$ cat config.mk
export PLATFORM = sky130hd
export DESIGN_NAME = uart_rx_block
export DESIGN_NICKNAME = d
export VERILOG_FILES = /design/src/rtl/rx_pkg.sv /design/src/rtl/start_bit_det.sv /design/src/rtl/uart_rx_block.sv
export SDC_FILE = /design/constraint.sdc
export NUM_CORES = 1
export LEC_CHECK = 0
export BUFFER_PORTS_ARGS = -buffer_cell sky130_fd_sc_hd__buf_2
export CORE_MARGIN = 2
export CORE_UTILIZATION = 36
export DETAILED_ROUTE_END_ITERATION = 7
export HOLD_SLACK_MARGIN = 0.05
export PLACE_DENSITY_LB_ADDON = 0.25
export SKIP_LAST_GASP = 1
export SYNTH_ARGS = -nofsm -noshare
export SYNTH_HDL_FRONTEND = slang
export SYNTH_SLANG_ARGS = --single-unit
$ cat constraint.sdc
create_clock -name clk -period 1.95 [get_ports clk]
set_input_delay 0.0975 -clock clk [delete_from_list [all_inputs] [get_ports clk]]
set_output_delay 0.0975 -clock clk [all_outputs]
set_load 0.005 [all_outputs]
$ cat src/rtl/rx_pkg.sv
// Shared types and defaults for the UART receive slice.
package rx_pkg;

   typedef enum logic [2:0] {
      IDLE,
      START,
      DATA,
      STOP,
      LOAD
   } rx_state_t;

   localparam int unsigned CLKS_PER_BIT_DEF = 10;
   localparam int unsigned DATA_BITS_DEF    = 8;

   // Wide enough for the largest legal bit period (255 clocks).
   localparam int unsigned TC_W = 8;

endpackage

$ cat src/rtl/start_bit_det.sv
// Brings the asynchronous serial line into the clk domain and flags the
// falling edge that may mark a start bit.
module start_bit_det (
   input  logic clk,
   input  logic n_rst,
   input  logic serial_in,
   output logic sync,
   output logic start_edge
);

   logic meta_q, meta_d;
   logic sync_q, sync_d;
   logic prev_q, prev_d;

   // NOTE: always_comb uses blocking '=' for next-state logic; flops use non-blocking '<=' only.
   always_comb begin
      meta_d = serial_in;
      sync_d = meta_q;
      prev_d = sync_q;
   end

   // The line idles high, so all three stages reset high to avoid a phantom edge.
   always_ff @(posedge clk or negedge n_rst) begin
      if (!n_rst) begin
         meta_q <= 1'b1;
         sync_q <= 1'b1;
         prev_q <= 1'b1;
      end else begin
         meta_q <= meta_d;
         sync_q <= sync_d;
         prev_q <= prev_d;
      end
   end

   assign sync       = sync_q;
   assign start_edge = prev_q & ~sync_q;

endmodule

$ cat src/rtl/uart_rx_block.sv
// UART receive front end: mid-bit sampling of an LSB-first frame, stop-bit
// check and a data_ready/data_read handshake toward the byte consumer.
module uart_rx_block
   import rx_pkg::*;
#(
   parameter int unsigned CLKS_PER_BIT = CLKS_PER_BIT_DEF,
   parameter int unsigned DATA_BITS    = DATA_BITS_DEF
) (
   input  logic                 clk,
   input  logic                 n_rst,
   input  logic                 serial_in,
   input  logic                 data_read,
   output logic [DATA_BITS-1:0] rx_data,
   output logic                 data_ready,
   output logic                 overrun_error,
   output logic                 framing_error
);

   localparam int unsigned   BC_W    = $clog2(DATA_BITS);
   localparam logic [TC_W-1:0] TC_MAX  = TC_W'(CLKS_PER_BIT - 1);
   localparam logic [TC_W-1:0] TC_MID  = TC_W'(CLKS_PER_BIT / 2);
   localparam logic [BC_W-1:0] BC_LAST = BC_W'(DATA_BITS - 1);

   logic sync;
   logic start_edge;

   start_bit_det u_start_bit_det (
      .clk        (clk),
      .n_rst      (n_rst),
      .serial_in  (serial_in),
      .sync       (sync),
      .start_edge (start_edge)
   );

   rx_state_t            state_q, state_d;
   logic [TC_W-1:0]      tc_q, tc_d;
   logic [BC_W-1:0]      bc_q, bc_d;
   logic [DATA_BITS-1:0] shift_q, shift_d;
   logic                 stop_bit_q, stop_bit_d;
   logic [DATA_BITS-1:0] rx_data_q, rx_data_d;
   logic                 data_ready_q, data_ready_d;
   logic                 overrun_q, overrun_d;
   logic                 framing_q, framing_d;
   logic                 sample;
   logic                 good_load;

   always_comb begin
      // NOTE: every output of this block gets a default first, so no path can infer a latch.
      state_d      = state_q;
      bc_d         = bc_q;
      shift_d      = shift_q;
      stop_bit_d   = stop_bit_q;
      rx_data_d    = rx_data_q;
      data_ready_d = data_ready_q;
      overrun_d    = overrun_q;
      framing_d    = framing_q;
      sample       = (tc_q == TC_MID);
      good_load    = (state_q == LOAD) && stop_bit_q;

      case (state_q)
         IDLE: begin
            if (start_edge) state_d = START;
         end
         START: begin
            if (sample) begin
               if (sync) begin
                  state_d = IDLE;
               end else begin
                  state_d = DATA;
                  bc_d    = '0;
               end
            end
         end
         DATA: begin
            if (sample) begin
               shift_d = {sync, shift_q[DATA_BITS-1:1]};
               bc_d    = bc_q + BC_W'(1);
               if (bc_q == BC_LAST) state_d = STOP;
            end
         end
         STOP: begin
            if (sample) begin
               stop_bit_d = sync;
               state_d    = LOAD;
            end
         end
         LOAD:    state_d = IDLE;
         default: state_d = IDLE;
      endcase

      // tc sits at 0 in IDLE, so the start-edge cycle counts as phase 0 of the start bit.
      if (state_d == IDLE)     tc_d = '0;
      else if (tc_q == TC_MAX) tc_d = '0;
      else                     tc_d = tc_q + TC_W'(1);

      // A good load takes priority over a coincident data_read.
      if (good_load) begin
         rx_data_d    = shift_q;
         data_ready_d = 1'b1;
         framing_d    = 1'b0;
         if (data_ready_q && !data_read) overrun_d = 1'b1;
      end else begin
         if (state_q == LOAD) framing_d = 1'b1;
         if (data_read) begin
            data_ready_d = 1'b0;
            overrun_d    = 1'b0;
         end
      end
   end

   always_ff @(posedge clk or negedge n_rst) begin
      if (!n_rst) begin
         state_q      <= IDLE;
         tc_q         <= '0;
         bc_q         <= '0;
         // NOTE: the shift register is reset too; it is small and a known value keeps rx_data deterministic.
         shift_q      <= '1;
         stop_bit_q   <= 1'b0;
         rx_data_q    <= '1;
         data_ready_q <= 1'b0;
         overrun_q    <= 1'b0;
         framing_q    <= 1'b0;
      end else begin
         state_q      <= state_d;
         tc_q         <= tc_d;
         bc_q         <= bc_d;
         shift_q      <= shift_d;
         stop_bit_q   <= stop_bit_d;
         rx_data_q    <= rx_data_d;
         data_ready_q <= data_ready_d;
         overrun_q    <= overrun_d;
         framing_q    <= framing_d;
      end
   end

   assign rx_data       = rx_data_q;
   assign data_ready    = data_ready_q;
   assign overrun_error = overrun_q;
   assign framing_error = framing_q;

endmodule
== Word-level counts from Yosys, hierarchy flattened ==
Cells that the tools add are included.
Widths: inputs -> output; s select.

* Bits in registers: 37
* Bits of input ports: 4
* Output and inout bits: 11
* Logic and storage cells: 58

* $add $sub $neg: 2
* Equal/unequal tests: 11
* Multiplexer cells: 19
* Bitwise logic cells: 2
* Reduce and logical (&&, ||, !) cells: 12

{| class="wikitable"
|+ Operator list
! operator !! count
|-
| $mux 3 || 8
|-
| $mux 8 || 2
|-
| $pmux 3 s4 || 1
|-
| $add 8x1->8 const B || 1
|-
| $eq 8x3->1 const B || 1
|-
| $eq 8x4->1 const B || 1
|-
| $eq 3x2->1 const B || 2
|-
| $eq 3x3->1 const B || 2
|-
| $logic_not 3->1 || 2
|-
| $mux 1 || 6
|-
| $ne 2x2->1 const B || 3
|-
| $pmux 3 s2 || 1
|-
| $reduce_and 2->1 || 3
|-
| $reduce_bool 2->1 || 3
|-
| $reduce_and 4->1 || 1
|-
| $add 3x1->3 const B || 1
|-
| $eq 3x1->1 const B || 1
|-
| $logic_and 1x1->1 || 2
|-
| $mux 2 || 1
|-
| $ne 2x1->1 const B || 1
|-
| $and 1x1->1 || 1
|-
| $logic_not 1->1 || 1
|-
| $not 1->1 || 1
|}

== Longest topological paths before layout ==
Gate-level depths: netlist (run 1).

* Depth after elaboration: 6
* Gate-level depth with buffers: 6
* Depth with buffers taken out: 5

== Hierarchy ==
A second synthesis (run 1) with hierarchy kept.

* Cell total of the unflattened synthesis: 134
* Area, all modules: 1,739.2 um2

{| class="wikitable"
|+ By module, submodules not included
! module !! times used !! cells an instance !! area an instance (um2) !! sequential area each (um2)
|-
| uart_rx_block || 1 || 130 || 1,646.6 || 870.8
|-
| start_bit_det || 1 || 4 || 92.6 || 78.8
|}

== Worst setup path before layout (run 1) ==
Ideal clock, no wire load.

* Kind: register to register
* Start point: register tc_q[1]
* End point: register bc_q[2]
* Library setup time: 0.111 ns
* Data arrival time: 1.872 ns
* Required time: 1.839 ns
* Slack: -0.033 ns
* Stages on the path, launching flop included: 7
* Buffers on the path: 1
* Clock period less this slack: 1.983 ns
* Cell sequence: dfrtp_1 inv_1 ha_1 or4b_4 buf_6 or3_4 a222oi_1

* Longest elaborated chain between the ends: 3
* Elaborated cells on any way between the ends: 4
* Classes of those cells: eq/ne (3); reduce/logical (1)

{| class="wikitable"
|+ RTL lines
! element !! line !! RTL
|-
| start, declared || uart_rx_block.sv:36 || <nowiki>logic [TC_W-1:0] tc_q, tc_d;</nowiki>
|-
| start signal, assigned || uart_rx_block.sv:125 || <nowiki>tc_q <= tc_d;</nowiki>
|-
| $eq 8x3->1 * || uart_rx_block.sv:57 || <nowiki>sample = (tc_q == TC_MID);</nowiki>
|-
| $ne 2x2->1 (no line) || - ||
|-
| $reduce_and 4->1 (no line) * || - ||
|-
| end signal, assigned || uart_rx_block.sv:115 || <nowiki>bc_q <= '0;</nowiki>
|-
| end signal, assigned || uart_rx_block.sv:126 || <nowiki>bc_q <= bc_d;</nowiki>
|-
| end, declared || uart_rx_block.sv:37 || <nowiki>logic [BC_W-1:0] bc_q, bc_d;</nowiki>
|}

Every way passes the cells marked *; elsewhere a longest branch is shown, timed or not.
A chain may end at the register's enable or synchronous reset.

== Final worst setup path (run 1) ==
* Start point: register tc_q[1]
* End point: register bc_q[1]

Same word-level chain as after synthesis.

==> results of run 1 <==
==> Yosys cell counts, types with 3 or more instances <==
cell and instances:
nand2b_1 5, nor3_1 3, nand2_1 4, clkbuf_1 3, a211oi_1 4, o21ai_0 4
ha_1 4, nand3_1 5, a221oi_1 4, inv_1 13, dfrtp_1 18, mux2_1 5
o41ai_1 3, or3_1 4, nand4_1 3, mux2_2 12, a21oi_1 3, dfstp_2 19
==> layout make-up <==
cell class	count	area [sq um]	area share, %
Sequential cell	37	950	44.5
Clock buffer	5	68.8	3.23
Clock inverter	3	46.3	2.17
Timing Repair Buffer	30	198	9.27
Inverter	13	48.8	2.29
Tap cell	67	83.8	3.93
Multi-Input combinational cell	92	738	34.6
==> metal layers <==
| layer | up-vias | GRT usage, % | wire length (um) | share of wire (%) |
|---|---|---|---|---|
| met4 | 0 | 6.06 | 63 | 1.9 |
| met5 | - | 0 | 0 | 0 |
| met3 | 7 | 3.79 | 173 | 5.1 |
| met2 | 37 | 22.6 | 1640 | 49 |
| li1 | 616 | - | - | - |
| met1 | 616 | 17.7 | 1490 | 44 |
==> kinds of logic (layout without fill, tap and decap cells) <==
kind of cell    Yosys count  in the layout  share of synthesized area, %
simple gates             41             41                          15.1
fa+ha+maj                 4              4                          2.82
compound gates           29             29                          11.9
buf+inv                  20             51                          5.23
mux                      17             17                          10.8
xor+xnor                  1              1                         0.494
flops                    37             37                          53.6
==> power groups by stage <==
stage                     registers [uW]  logic, uW  clock network [uW]
after floorplan                      969        488                   0
after global placement               983        692                   0
after detailed placement             990        710                   0
after CTS                            976        716                 689
after global routing                 994        797                 723
final                                977        718                 667
==> repair_timing <==
action	4_1_cts	5_1_grt
endpoints found under the setup margin	0	4
hold buffers	3	0
resized for setup	0	0
endpoints found under the hold margin	20	0
buffers inserted	0	0
==> metrics by stage <==
stage	instances	total power [uW]
after floorplan	149	1460
after global placement	236	1670
after detailed placement	236	1700
after CTS	247	2380
after global routing	247	2510
final	247	2360
==> critical path: cells and delay by family (launching register included) <==
kind | cells | cell delay [ps]
AO/OA/AOI/OAI | 1 | 320
adder cells (fa/ha/maj) | 1 | 170
buffers and inverters | 1 | 60
flip-flops | 1 | 390
AND/OR/NAND/NOR | 2 | 870
==> state kept, by name, summed over array words and instances (netlist names) <==
register                flops
rx_data                     8
shift_q                     8
tc_q                        8
bc_q                        3
state_q                     3
data_ready                  1
framing_error               1
overrun_error               1
stop_bit_q                  1
u_start_bit_det.meta_q      1
u_start_bit_det.prev_q      1
u_start_bit_det.sync        1
==> worst max-delay path by stage <==
| stage | end | cells past startpoint | start |
|---|---|---|---|
| after floorplan | bc_q[2] | 6 | tc_q[1] |
| after global placement | bc_q[2] | 5 | tc_q[1] |
| after detailed placement | bc_q[2] | 5 | tc_q[1] |
| after CTS | bc_q[2] | 5 | tc_q[1] |
| after global routing | bc_q[2] | 5 | tc_q[1] |
| final | bc_q[1] | 5 | tc_q[1] |
==> key figures, run 1 <==
Critical path
  • Critical Path AT: 2100 ps
  • Critical path's slowest cell: or4b_4
  • Cell-by-cell trace of the critical path: inv_1 > ha_2 > or4b_4 > or3_4 > a222oi_1
  • CP Capture Type: flop
  • Reg2reg setup slack: between 30 and 40 ps
  • WP data required: about 2100 ps
  • Reg-to-reg startpoint: tc_q[1]
  • Worst r2r dst: bc_q[1]
  • Worst-path fanout max: 7
  • Kind of critical path: flop to flop
  • Reg2reg path depth: 5
  • Startpoint Class: flop
  • Max incr delay on CP: around 510 ps

Placement
  • Post-DP HPWL: ~2400 um
  • Placed inst area: 0.00199 sq mm
  • Pre-CTS setup slack: a little under 60 ps
  • Port Buffer Count: 14
  • GPL Wtd Cong: 0.877

Floorplanning
  • Die X: 74.2 um
  • Die Y: about 74 um
  • Io pins: 15
  • Std-Cell Rows: 25
  • Starting Density: 37.5%
  • Core region area: 0.00472 sq mm
  • Area of the die: about 0.0055 sq mm

Routing
  • Final WL: ~3400 um
  • Post-route ant nets: 0
  • # DRC: 0
  • First-pass detailed-route iteration total: 4
  • Number of vias per cell: 5.17
  • Avg WL per Cell: around 14 um
  • Routed vias: around 1,300
  • DRT iter0 DRCs: 73

Clocking
  • Worst skew pair latency: approximately 290 ps
  • CTS root buf: clkbuf_8
  • H-Tree Depth: 2
  • CTS Buf Count: 5
  • CTS tree: done
  • Maximum clock path buffer count: 2
  • Clk sinks: 37
  • Reg clk slew, reported paths: roughly 70 ps

Yosys
  • Synth Flop Type: dfstp_2
  • Synth Net Count: about 160
  • Flop and latch count out of synthesis: 37
  • Post-synth top area cell: dfstp_2
  • Synth area leaders: dfstp_2 28%, dfrtp_1 25%, mux2_2 7.6%
  • Cell area after synthesis: 0.00177 sq mm
  • Synth async-reset ratio: between 90% and 100%
  • Avg Synthesized Cell Area: 11.9 sq um
  • EDFF count, synth: 0
  • Post-synth cell types: 42
  • Gate Count Post-Synth: roughly 150
  • Synth top area share: about 28%
  • Post-synthesis sequential area ratio: between 50% and 60%
  • Synth warnings: 0

Job
  • Max-Cap Viols: 0

Worst hold path
  • Hold depth: 0
  • Hold Crit Class: flop to flop
  • Hold path endpoint: u_start_bit_det.sync
  • Hold_sp: u_start_bit_det.meta_q

Timing
  • Max Freq: roughly 0.52 GHz
  • Setup_tns: 0 ps
  • Period utilization: approximately 98%
  • Slew Limit Fails: 0
  • Worst slew pin tran: 788 ps
  • Slew margin rel.: 47.4%
  • RSZ-0062 raised after global routing: true
  • Final setup fails: 0
  • Setup Skew: about 6.4 ps
  • Hold slack: ~360 ps
  • Setup slack after layout: between 30 and 40 ps
  • Final min period: around 1900 ps
  • Fin. Hold Viols: 0

Layout
  • Most common cell after layout, fill and taps aside: dfstp_2
  • Final #Nets: 187
  • N_diodes: 0
  • Final Core Density: 45.2%
  • Layout fillers: 440
  • Most frequent cells in the layout: 19 x dfstp_2, 18 x dfrtp_1, 14 x buf_2
  • Design Area, Final: ~0.0021 sq mm
  • Layout cell share with drive strength beyond 1: approximately 40%
  • Layout area overhead: 20.4%

Pwr
  • Switching share of power: 33.0%
  • Clk pwr share: about 28%
  • Max rail drop VDD: between 500 and 600 uV
  • P_int: between 1500 and 2000 uW
  • Comb pwr share: approximately 30%
  • Register share of total power: between 40% and 50%
  • Pwr/cell area: 1110 mW/mm^2
  • Leakage power: 0.000926 uW
  • Switch Pwr: 780 uW

Global routing
  • Vias in the first global route: around 1,200
  • Global-route wire length before repair: 5770 um
  • Grt total ovfl: 0
  • Largest net degree at the start of global routing: 38
  • Initial antenna violation count: 0
  • GRT Total Usage: 14.0%

Status
  • Outcome: finished clean
Note: power is estimated with default switching activity, not from simulation.
==> run 2: changes to the inputs <==
BUFFER_PORTS_ARGS = -buffer_cell sky130_fd_sc_hd__buf_4   (was -buffer_cell sky130_fd_sc_hd__buf_2)
MAX_ROUTING_LAYER = met4   (was not set)
==> run 2 against run 1 <==
  * Clock power barely moved
  * Via count fell by 0.94%
  * Setup slack lost 3.8 ps
  * Worst hold slack lost 63 ps
  * Largest cell class unchanged
  * Highest routed layer unchanged
==> key figures, run 2 (synthesis results as in run 1) <==
Routing
  • Avg WL per Cell: 14.3 um (+4.9%)
  • Metal-1 WL: 1580 um (+6.0%)
  • Post-route ant nets: 0 (unchanged)
  • DRT iter0 DRCs: 76 (+4.1%)
  • Metal2 WL: 1740 um (+5.9%)
  • Final WL: 3550 um (+5.3%)
  • First-pass detailed-route iteration total: 4 (unchanged)
  • # DRC: 0 (unchanged)
  • Number of vias per cell: 5.10 (-1.3%)
  • Routed vias: 1,264 (-0.94%)
  • Top sig layer: met4
  • Met3 WL post-DR: 127 um (-27%)

Layout
  • Non-Filler Instances: 248 (+0.40%)
  • Design Area, Final: 0.00218 sq mm (+2.2%)
  • Most frequent cells in the layout: 28 x buf_4, 19 x dfstp_2, 18 x dfrtp_1
  • Most common cell after layout, fill and taps aside: buf_4
  • Final Core Density: 46.2% (+1.0 points)
  • N_diodes: 0 (unchanged)
  • Layout cell share with drive strength beyond 1: 40.9% (+0.88 points)
  • Final #Nets: 188 (+0.53%)
  • Layout area overhead: 23.1%

Timing
  • Slew Limit Fails: 0 (unchanged)
  • Setup Skew: 9.33 ps (+2.92 ps)
  • Worst slew pin tran: 458 ps (-330 ps)
  • Max Freq: 0.520 GHz (-0.20%)
  • RSZ-0062 raised after global routing: true
  • Period utilization: 98.6% (+0.19 points)
  • Slew margin rel.: 69.4% (+22 points)
  • Fin. Hold Viols: 0 (unchanged)
  • Hold slack: 302 ps (-62.7 ps)
  • Final setup fails: 0 (unchanged)
  • Final min period: 1920 ps (+3.76 ps)

Pwr
  • Switch Pwr: 788 uW (+0.96%)
  • P_int: 1600 uW (+1.2%)
  • Register share of total power: 40.9% (-0.5 points)
  • Switching share of power: 33.0% (-0.054 points)
  • Pwr/cell area: 1100 mW/mm^2 (-1.1%)
  • Max rail drop VDD: 469 uV (-17%)
  • Leakage power: 0.000936 uW (+1.1%)
  • Comb pwr share: 31.2% (+0.8 points)
  • Clk pwr share: 27.9% (-0.3 points)

Floorplanning
  • Die X: 74.2 um (unchanged)
  • Io pins: 15 (unchanged)
  • Std-Cell Rows: 25 (unchanged)
  • Starting Density: 37.5% (unchanged)
  • Core region area: 0.00472 sq mm (unchanged)
  • Die Y: 74.2 um (unchanged)
  • Area of the die: 0.00550 sq mm (unchanged)

Worst hold path
  • Hold Crit Class: input pin to asynchronous set/reset pin

Clocking
  • CTS tree: done
  • Maximum clock path buffer count: 2 (unchanged)
  • CTS root buf: clkbuf_8
  • Worst skew pair latency: 290 ps (about the same)
  • Reg clk slew, reported paths: 80 ps (about the same)
  • H-Tree Depth: 2 (unchanged)
  • Clk sinks: 37 (unchanged)
  • CTS Buf Count: 5 (unchanged)

Global routing
  • Grt total ovfl: 0 (unchanged)
  • GRT Total Usage: 14.8% (+0.76 points)
  • Global-route wire length before repair: 5790 um (+0.36%)
  • Largest net degree at the start of global routing: 38 (unchanged)
  • Initial antenna violation count: 0 (unchanged)
  • Vias in the first global route: 1,241 (+0.16%)

Critical path
  • Startpoint Class: flop
  • Kind of critical path: flop to flop
  • Worst-path fanout max: 7 (unchanged)
  • WP data required: 2120 ps (about the same)
  • Reg2reg path depth: 5 (unchanged)
  • CP Capture Type: flop
  • Critical Path AT: 2090 ps (about the same)

Placement
  • Dpl cells: 236 (unchanged)
  • GPL Wtd Cong: 0.850 (-3.1%)
  • Post-DP HPWL: 2430 um (about the same)
  • Placed inst area: 0.00202 sq mm (+1.8%)
  • Port Buffer Count: 14 (unchanged)

Job
  • Max-Cap Viols: 0 (unchanged)

Status
  • Outcome: finished clean
## run 2: changes by cell type in the layout (fill, tap and decap cells not counted)
cell,delta
a221oi_1,-1
a221oi_2,+1
buf_2,-14
buf_4,+15
clkinvlp_4,-1
inv_4,+1
## run 2: final cells by class
type                    instances  area, sq um
clock buffers                   5         68.8
clock inverters                 3         45.0
fillers                       429         2540
inverters                      13         48.8
multi-input cells              92          744
flip-flops and latches         37          950
well taps                      67         83.8
repair buffers                 31          240
## run 2: repair_timing
action                                 CTS  global route
hold buffers                             3             0
resized for setup                        0             1
buffers inserted                         0             1
endpoints found under the hold margin   20             0
setup endpoints to repair                0             4
## run 2: stage by stage
step,setup slack (ps),setup TNS [ps],power (uW)
2_1_floorplan,12.8,0,1460
3_3_place_gp,103,0,1680
3_5_place_dp,63.3,0,1700
4_1_cts,40.9,0,2390
5_1_grt,-41.4,-115,2530
6_report,27.0,0,2390
## run 2: worst paths after layout
kind | slack [ps] | start | endpoint
max in group asynchronous | 1300 | n_rst | rx_data[1]
min reg2reg | 360 | u_start_bit_det.meta_q | u_start_bit_det.sync
max | 30 | tc_q[1] | stop_bit_q
min | 300 | n_rst | overrun_error
min in group clk | 360 | u_start_bit_det.meta_q | u_start_bit_det.sync
max reg2reg | 30 | tc_q[1] | stop_bit_q
## run 2: worst max-delay path, stage by stage, from the launching register on
cell	delay (ps)
dfrtp_1	380
inv_1	60
ha_2	180
or4b_4	510
nor4_2	310
mux2_1	360
## run 2: metal layers
metal | vias to the layer above | global-route usage [%]
met4 | 0 | 7.07
met5 | - | -
met2 | 29 | 22.5
met3 | 9 | 4.61
met1 | 611 | 17.7
li1 | 615 | -
## run 2: power by group through the flow
stage,combinational [uW],clock (uW),sequential [uW]
6_report,745,666,978
3_5_place_dp,715,0,989
5_1_grt,820,715,991
3_3_place_gp,698,0,983
2_1_floorplan,488,0,969
4_1_cts,725,689,977
